===== config.mk =====
export PLATFORM = sky130hd
export DESIGN_NAME = moving_ground_segment
export DESIGN_NICKNAME = d
export VERILOG_FILES = /design/src/rtl/moving_ground_segment.sv
export SDC_FILE = /design/constraint.sdc
export NUM_CORES = 1
export LEC_CHECK = 0
export CELL_PAD_IN_SITES_DETAIL_PLACEMENT = 0
export CELL_PAD_IN_SITES_GLOBAL_PLACEMENT = 1
export CORE_MARGIN = 1.5
export CORE_UTILIZATION = 41
export DETAILED_ROUTE_END_ITERATION = 8
export PLACE_DENSITY_LB_ADDON = 0.1
export SETUP_SLACK_MARGIN = 0.02
export SLEW_MARGIN = 20
export SYNTH_ARGS = -nofsm -noshare
export SYNTH_HDL_FRONTEND = slang
export SYNTH_SLANG_ARGS = --single-unit

===== constraint.sdc =====
create_clock -name clk -period 7.5 [get_ports clk]
set_input_delay 1.5 -clock clk [delete_from_list [all_inputs] [get_ports clk]]
set_output_delay 1.5 -clock clk [all_outputs]
set_load 0.01 [all_outputs]

===== src/rtl/moving_ground_segment.sv =====
// moving_ground_segment: one scrolling ground rectangle feeding the movingGround mux
// Ports:
//   clk, reset          clock, synchronous active-high reset
//   pixelX, pixelY      current VGA pixel
//   startOfFrame        one-cycle pulse per frame; the only moment the position moves
//   start, stop         scroll control pulses (stop wins when both are high)
//   speed               scroll speed in fixed-point units per frame
//   offsetX, offsetY    pixel offset inside the segment, zero outside it
//   drawRequest         pixel lies inside the segment
//   wrapped             one-cycle pulse when the segment re-enters at the right edge
// Build option: define RANDOM_GAP_EN to add an LFSR-driven 0..127 px gap on re-entry.
module moving_ground_segment #(
   parameter logic [10:0] INIT_X   = 11'd0,
   parameter logic [10:0] TOP_Y    = 11'd448,
   parameter logic [10:0] SEG_W    = 11'd320,
   parameter logic [10:0] SEG_H    = 11'd32,
   parameter logic [10:0] SCREEN_W = 11'd640,
   parameter int          FP_MULT  = 64
) (
   input  logic        clk,
   input  logic        reset,
   input  logic [10:0] pixelX,
   input  logic [10:0] pixelY,
   input  logic        startOfFrame,
   input  logic        start,
   input  logic        stop,
   input  logic [7:0]  speed,
   output logic [10:0] offsetX,
   output logic [10:0] offsetY,
   output logic        drawRequest,
   output logic        wrapped
);
   localparam int SH = $clog2(FP_MULT);
   localparam logic [17:0] INIT_POS = {7'b0, INIT_X} << SH;
   typedef enum logic [1:0] {IDLE, SCROLL, STOPPED} state_t;
   state_t state, state_nxt;
   logic signed [17:0] pos_fp, pos_sub, pos_nxt;
   logic [17:0] reentry;
   logic signed [17-SH:0] left_x, left_sub;
   logic signed [12:0] lx, lx_sub, px, seg_w;
   logic move, wrap, in_x, in_y;
   // position is held in fixed point; the integer pixel X is the floor of posFP/FP_MULT
   assign left_x   = pos_fp[17:SH];
   assign pos_sub  = pos_fp - $signed({10'b0, speed});
   assign left_sub = pos_sub[17:SH];
   assign lx       = 13'(left_x);
   assign lx_sub   = 13'(left_sub);
   assign px       = $signed({2'b0, pixelX});
   assign seg_w    = $signed({2'b0, SEG_W});
`ifdef RANDOM_GAP_EN
   logic [7:0] lfsr, lfsr_step;
   // right-shifting Galois form of x^8+x^6+x^5+x^4+1
   assign lfsr_step = {1'b0, lfsr[7:1]} ^ (lfsr[0] ? 8'hB8 : 8'h00);
   assign reentry   = ({7'b0, SCREEN_W} + {11'b0, lfsr_step[6:0]}) << SH;
   always_ff @(posedge clk)
      if (reset)
         lfsr <= 8'hA5;
      else if (wrap)
         lfsr <= lfsr_step;
`else
   assign reentry = {7'b0, SCREEN_W} << SH;
`endif
   always_comb begin
      state_nxt = stop ? ((state == IDLE) ? IDLE : STOPPED) : (start ? SCROLL : state);
      // the position update sees the state as changed by this cycle's start/stop
      move      = (state_nxt == SCROLL) && startOfFrame;
      wrap      = move && (lx_sub + seg_w <= 13'sd0);
      pos_nxt   = wrap ? $signed(reentry) : (move ? pos_sub : pos_fp);
   end
   // draw test uses the pre-update position of this cycle
   assign in_x = (px >= lx) && (px < lx + seg_w);
   assign in_y = ({1'b0, pixelY} >= {1'b0, TOP_Y}) && ({1'b0, pixelY} < {1'b0, TOP_Y} + {1'b0, SEG_H});
   always_ff @(posedge clk) begin
      if (reset) begin
         state       <= IDLE;
         pos_fp      <= $signed(INIT_POS);
         offsetX     <= 11'd0;
         offsetY     <= 11'd0;
         drawRequest <= 1'b0;
         wrapped     <= 1'b0;
      end else begin
         state       <= state_nxt;
         pos_fp      <= pos_nxt;
         drawRequest <= in_x && in_y;
         offsetX     <= (in_x && in_y) ? pixelX - left_x[10:0] : 11'd0;
         offsetY     <= (in_x && in_y) ? pixelY - TOP_Y : 11'd0;
         wrapped     <= wrap;
      end
   end
endmodule


---- After elaboration in Yosys (flattened, before gate mapping) ----
Index checks and enable logic that the tools add are counted.
storage, ports and cells
  output and inout bits ................... 24
  input bits .............................. 35
  word-level logic and storage cells ...... 33
  register bits after elaboration ......... 44
operators by class
  reductions and logical operators ........ 9
  mux-type cells .......................... 5
  $lt $le $gt $ge ......................... 5
  equality and inequality tests ........... 1
  $add $sub $neg .......................... 5
  bitwise operators ....................... 1
operator list
  operator                  count
  $mux W16                  2
  $add A12 B10 Y13 const B  2
  $sub A18 B9 Y18           1
  $le A13 B1 Y1 const B     1
  $lt A12 B13 Y1            1
  $ge A12 B12 Y1            1
  $ge A11 B9 Y1 const B     1
  $lt A11 B9 Y1 const B     1
  $sub A11 B11 Y11          1
  $sub A11 B9 Y11 const B   1
  $mux W2                   3
  $logic_and A1 B1 Y1       5
  $reduce_or A2 Y1          2
  $eq A2 B1 Y1 const B      1
  $logic_not A2 Y1          1
  $reduce_bool A2 Y1        1
  $not A1 Y1                1

---- Longest topological paths before layout ----
  word-level depth ........................ 7
  mapped depth ............................ 13
  gate-level depth less buffers ........... 12

---- Worst setup path after synthesis ----
No wires, ideal clock.
  kind .................................... input-to-reg
  from .................................... in speed[1]
  to ...................................... reg pos_fp[14]
  path buffers ............................ 1
  data required time ...................... 7.371 ns
  library setup time ...................... 0.129 ns
  setup slack ............................. 3.431 ns
  data arrival time ....................... 3.940 ns
  stages .................................. 11
  cell sequence ........................... inv_1 -> ha_1 -> nor2b_1 -> o31a_1 -> o211ai_1 -> nand2_1 -> a221o_2 -> a21bo_2 -> a311oi_4 -> buf_6 -> nor3_1
between the ends
  word-level cells in the longest chain between the ends .. 5
ends and longest elaborated chain
  what                        RTL line  text
  start, declared             27        input logic [7:0] speed,
  $sub A18 B9 Y18 *           44        assign pos_sub = pos_fp - $signed({10'b0, speed});
  $add A12 B10 Y13            67        wrap = move && (lx_sub + seg_w <= 13'sd0);
  $le A13 B1 Y1               67
  $logic_and A1 B1 Y1         67
  $reduce_or A2 Y1 (no line)  n/a
  end signal, assigned        76        pos_fp <= $signed(INIT_POS);
  end signal, assigned        83        pos_fp <= pos_nxt;
  end, declared               37        logic signed [17:0] pos_fp, pos_sub, pos_nxt;
Every way passes the cells marked *; elsewhere a longest branch is shown, timed or not.
A chain may end at the register's enable or synchronous reset.

---- Worst setup path after layout ----
  from .................................... in speed[1]
  to ...................................... reg pos_fp[2]
Same word-level chain as after synthesis.

==> flow_summary.yaml <==
routing:
  ant_nets: 0
  wl_met1_microns: 3230
  via_per_inst: 5.35
  met3_length_microns: 160
  drt_iter0_markers: 98
  dr.pass1.iters: 4
  route.detailed.drc: 0
  dr_wl_met2_microns: 3000
  drt-total-wl_microns: 6480
  vias: 2519
  wire_per_inst_microns: 13.8
  dr.max_layer_used: "met4"
timing:
  max_freq_mhz: 209
  final_max_slew_viol_count: 0
  finalClockSkew_ps: 11.8
  fin_crit_sh_pct: 63.7
  min_period_ps: 4780
  setup_viol: 0
  tightest_slew_ps: 875
  hold_viol_final: 0
  fin_tns_setup_ps: 0
  rsz0062_at_grt: "no"
  whs_ps: 494
  max_slew_margin_pct: 41.5
critical_path:
  crit_slowest_cell: "a311oi_4"
  start_kind: "input pin"
  cp-end-kind: "flip-flop"
  crit_required_ps: 7640
  crit_fanout: 17
  setup.worst_path.end: "pos_fp[2]$_SDFFE_PP0P_"
  r2r_start: "pos_fp[1]$_SDFFE_PP0P_"
  r2r_slack_ps: 4080
  crit_start: "speed[1]"
  reg2regPathDepth: 9
  critPathKind: "input pin to flip-flop"
  worstPathCellList: "clkdlybuf4s50_1 -> inv_1 -> ha_1 -> nor2b_1 -> o31a_1 -> o211ai_1 -> nand2_1 -> a221o_2 -> a21bo_2 -> a311oi_4 -> a2111oi_0"
  r2r-end: "pos_fp[2]$_SDFFE_PP0P_"
  cp.arrival_ps: 4920
  cpPeakStageDelay_ps: 750
synthesis:
  netlist_instances: 332
  netlist_area_sq_mm: 0.00286
  synthFlopType: "dfxtp_1"
  synth-seq-area-share_pct: 30.8
  yosysUniqueCellTypes: 56
  synthArstFlopShare_pct: 0
  ys_warn_count: 0
  synth_edf_count: 0
  syn-mean-instance-area_sq_um: 8.62
  ys_ff_latch: 44
die:
  initial_core_util_pct: 42.4
  rows: 30
  fp.dieW_microns: 86.6
  die_h_microns: 86.6
  boundaryPins: 59
  dieArea_sq_mm: 0.00749
  coreArea_sq_mm: 0.00676
pwr:
  power_w: 0.000659
  leakage_nw: 1.46
  p_per_area_mw_per_mm2: 184
  vdd_drop_max_mv: 0.0826
place:
  placed_area_sq_mm: 0.00347
  place_congestion: 0.801
  dp_hpwl_microns: 4990
  portBuffers: 58
run_status:
  status: "finished, final reports clean"
global_routing:
  grt_overflow: 0
  grt_usage_pct: 18.4
  grt_pass1_wl_microns: 11000
  antenna_found_initial: 0
  grt_pass1_vias: 2415
  grt_max_degree: 23
clock_tree:
  clkLatencyLatePin_ps: 300
  cts_buffers: 5
  cts_root_buffer: "clkbuf_8"
  clk_path_buf_depth: 2
  cts_tree: "built"
  cts.clk_slew.worst_paths_ps: 90
  clock_sinks: 44
  cts_setup_buffers: 0
  h-tree-depth: 2
  cts_resized: 0
  cts_hold_buf: 0
layout:
  stdcell_area_sq_mm: 0.00358
  area_growth_syn_to_layout_pct: 25.2
  nets: 455
  drive_above_1_share_pct: 5.88
  diodes: 0
  fillers: 662
run:
  max_cap_violations: 0
worst_hold_path:
  worstHoldStart: "state[0]$_SDFF_PP0_"
  hold_path.class: "flip-flop to flip-flop"
Yosys cell counts (2+ instances only):
cell type / number / share of area, %
o211ai_1: 2 / 0.52
ha_1: 28 / 12
nor2_1: 24 / 3.1
nand4_1: 7 / 1.5
o2111ai_1: 3 / 0.92
buf_6: 2 / 0.79
xor2_1: 2 / 0.61
or3_1: 3 / 0.66
o31a_1: 2 / 0.61
nor2b_1: 5 / 1.1
a211oi_1: 4 / 1.0
clkbuf_8: 2 / 0.96
buf_2: 2 / 0.35
or2_2: 3 / 0.66
nand2_1: 19 / 2.5
o21ai_0: 8 / 1.4
nor4b_1: 3 / 0.92
and3_1: 2 / 0.44
xnor2_1: 21 / 6.4
a2111oi_0: 2 / 0.61
inv_1: 28 / 3.7
a21o_1: 4 / 1.0
mux2i_1: 4 / 1.4
nand2b_1: 3 / 0.66
nor3_1: 31 / 5.4
o311a_1: 3 / 1.0
nand3_1: 9 / 1.6
and2_1: 6 / 1.3
a21oi_1: 18 / 3.1
clkbuf_1: 2 / 0.26
dfxtp_1: 44 / 31
o21a_1: 9 / 2.4
a211o_1: 3 / 0.92
fa_1: 2 / 1.4
per-stage QoR:
stage	util [%]	cells	setup slack, ps
after floorplan	-	334	3430
after global placement	51.4	463	2510
after detailed placement	51.4	463	2400
after CTS	53.1	471	2740
after global routing	53.1	471	2460
final	53.1	471	2720
area by class of cell:
type / count / area [sq um] / area share (%)
multi-input cells: 251 / 1790 / 50.0
flip-flops and latches: 44 / 881 / 24.6
repair buffers: 59 / 588 / 16.4
inverters: 29 / 109 / 3.04
well taps: 80 / 100 / 2.79
clock buffers: 5 / 68.8 / 1.92
clock inverters: 3 / 46.3 / 1.29
cell families (layout without fill, tap and decap cells):
group           after synthesis  count (layout)  share of synthesized area [%]
compound gates               69              69                           17.9
xor+xnor                     23              23                           7.04
fa+ha+maj                    30              30                           13.6
buf+inv                      39              96                           6.91
flops                        44              44                           30.8
mux                           4               4                           1.40
other cells                   1               3                          0.131
simple gates                122             122                           22.2
worst min-delay path by stage:
stage / to / slack (ps) / depth (start not counted)
2_1_floorplan: state[1]$_SDFF_PP0_ / 460 / 2
5_1_grt: state[1]$_SDFF_PP0_ / 510 / 2
3_3_place_gp: state[1]$_SDFF_PP0_ / 470 / 2
3_5_place_dp: state[0]$_SDFF_PP0_ / 470 / 2
4_1_cts: state[0]$_SDFF_PP0_ / 490 / 2
6_report: state[0]$_SDFF_PP0_ / 490 / 2
per-layer routing:
| layer | track usage, % | up-vias |
|---|---|---|
| met5 | 0 | - |
| met4 | 4.99 | 0 |
| met3 | 2.95 | 8 |
| met2 | 30.7 | 34 |
| met1 | 24.7 | 1182 |
| li1 | - | 1295 |
critical path: cells and delay by family:
kind            cells  cell delay (ps)
fa+ha+maj           1              280
simple gates        2              310
buf+inv             2              530
compound gates      6             2310
report_power, final:
part           switching, W  total (W)  leakage (nW)  internal (W)
clock             0.0000894   0.000190        0.0548      0.000100
combinational      0.000112   0.000214          1.05      0.000102
sequential        0.0000118   0.000255         0.358      0.000243
total              0.000213   0.000659          1.46      0.000446
state kept, by name, indices dropped and copies added, names as in the netlist:
name and flops:
pos_fp 18, offsetX 11, offsetY 11, state 2, drawRequest 1, wrapped 1
cells in the final DEF, fill, tap and decap left out, types with 2 or more instances in the layout:
cell / n
fa_1: 2
nand2b_1: 3
and2_1: 6
a21oi_1: 18
nor2b_1: 5
mux2i_1: 4
conb_1: 3
dfxtp_1: 44
a21o_1: 4
a211oi_1: 4
ha_1: 28
clkbuf_8: 5
nand3_1: 9
o2111ai_1: 3
and3_1: 2
or3_1: 3
xor2_1: 2
inv_1: 28
a2111oi_0: 2
o31a_1: 2
xnor2_1: 21
nor2_1: 24
nor3_1: 31
o21ai_0: 8
nor4b_1: 3
clkdlybuf4s50_1: 58
a211o_1: 3
o211ai_1: 2
o21a_1: 9
or2_2: 3
o311a_1: 3
nand4_1: 7
nand2_1: 19
Power figures use the tool's default switching activity.
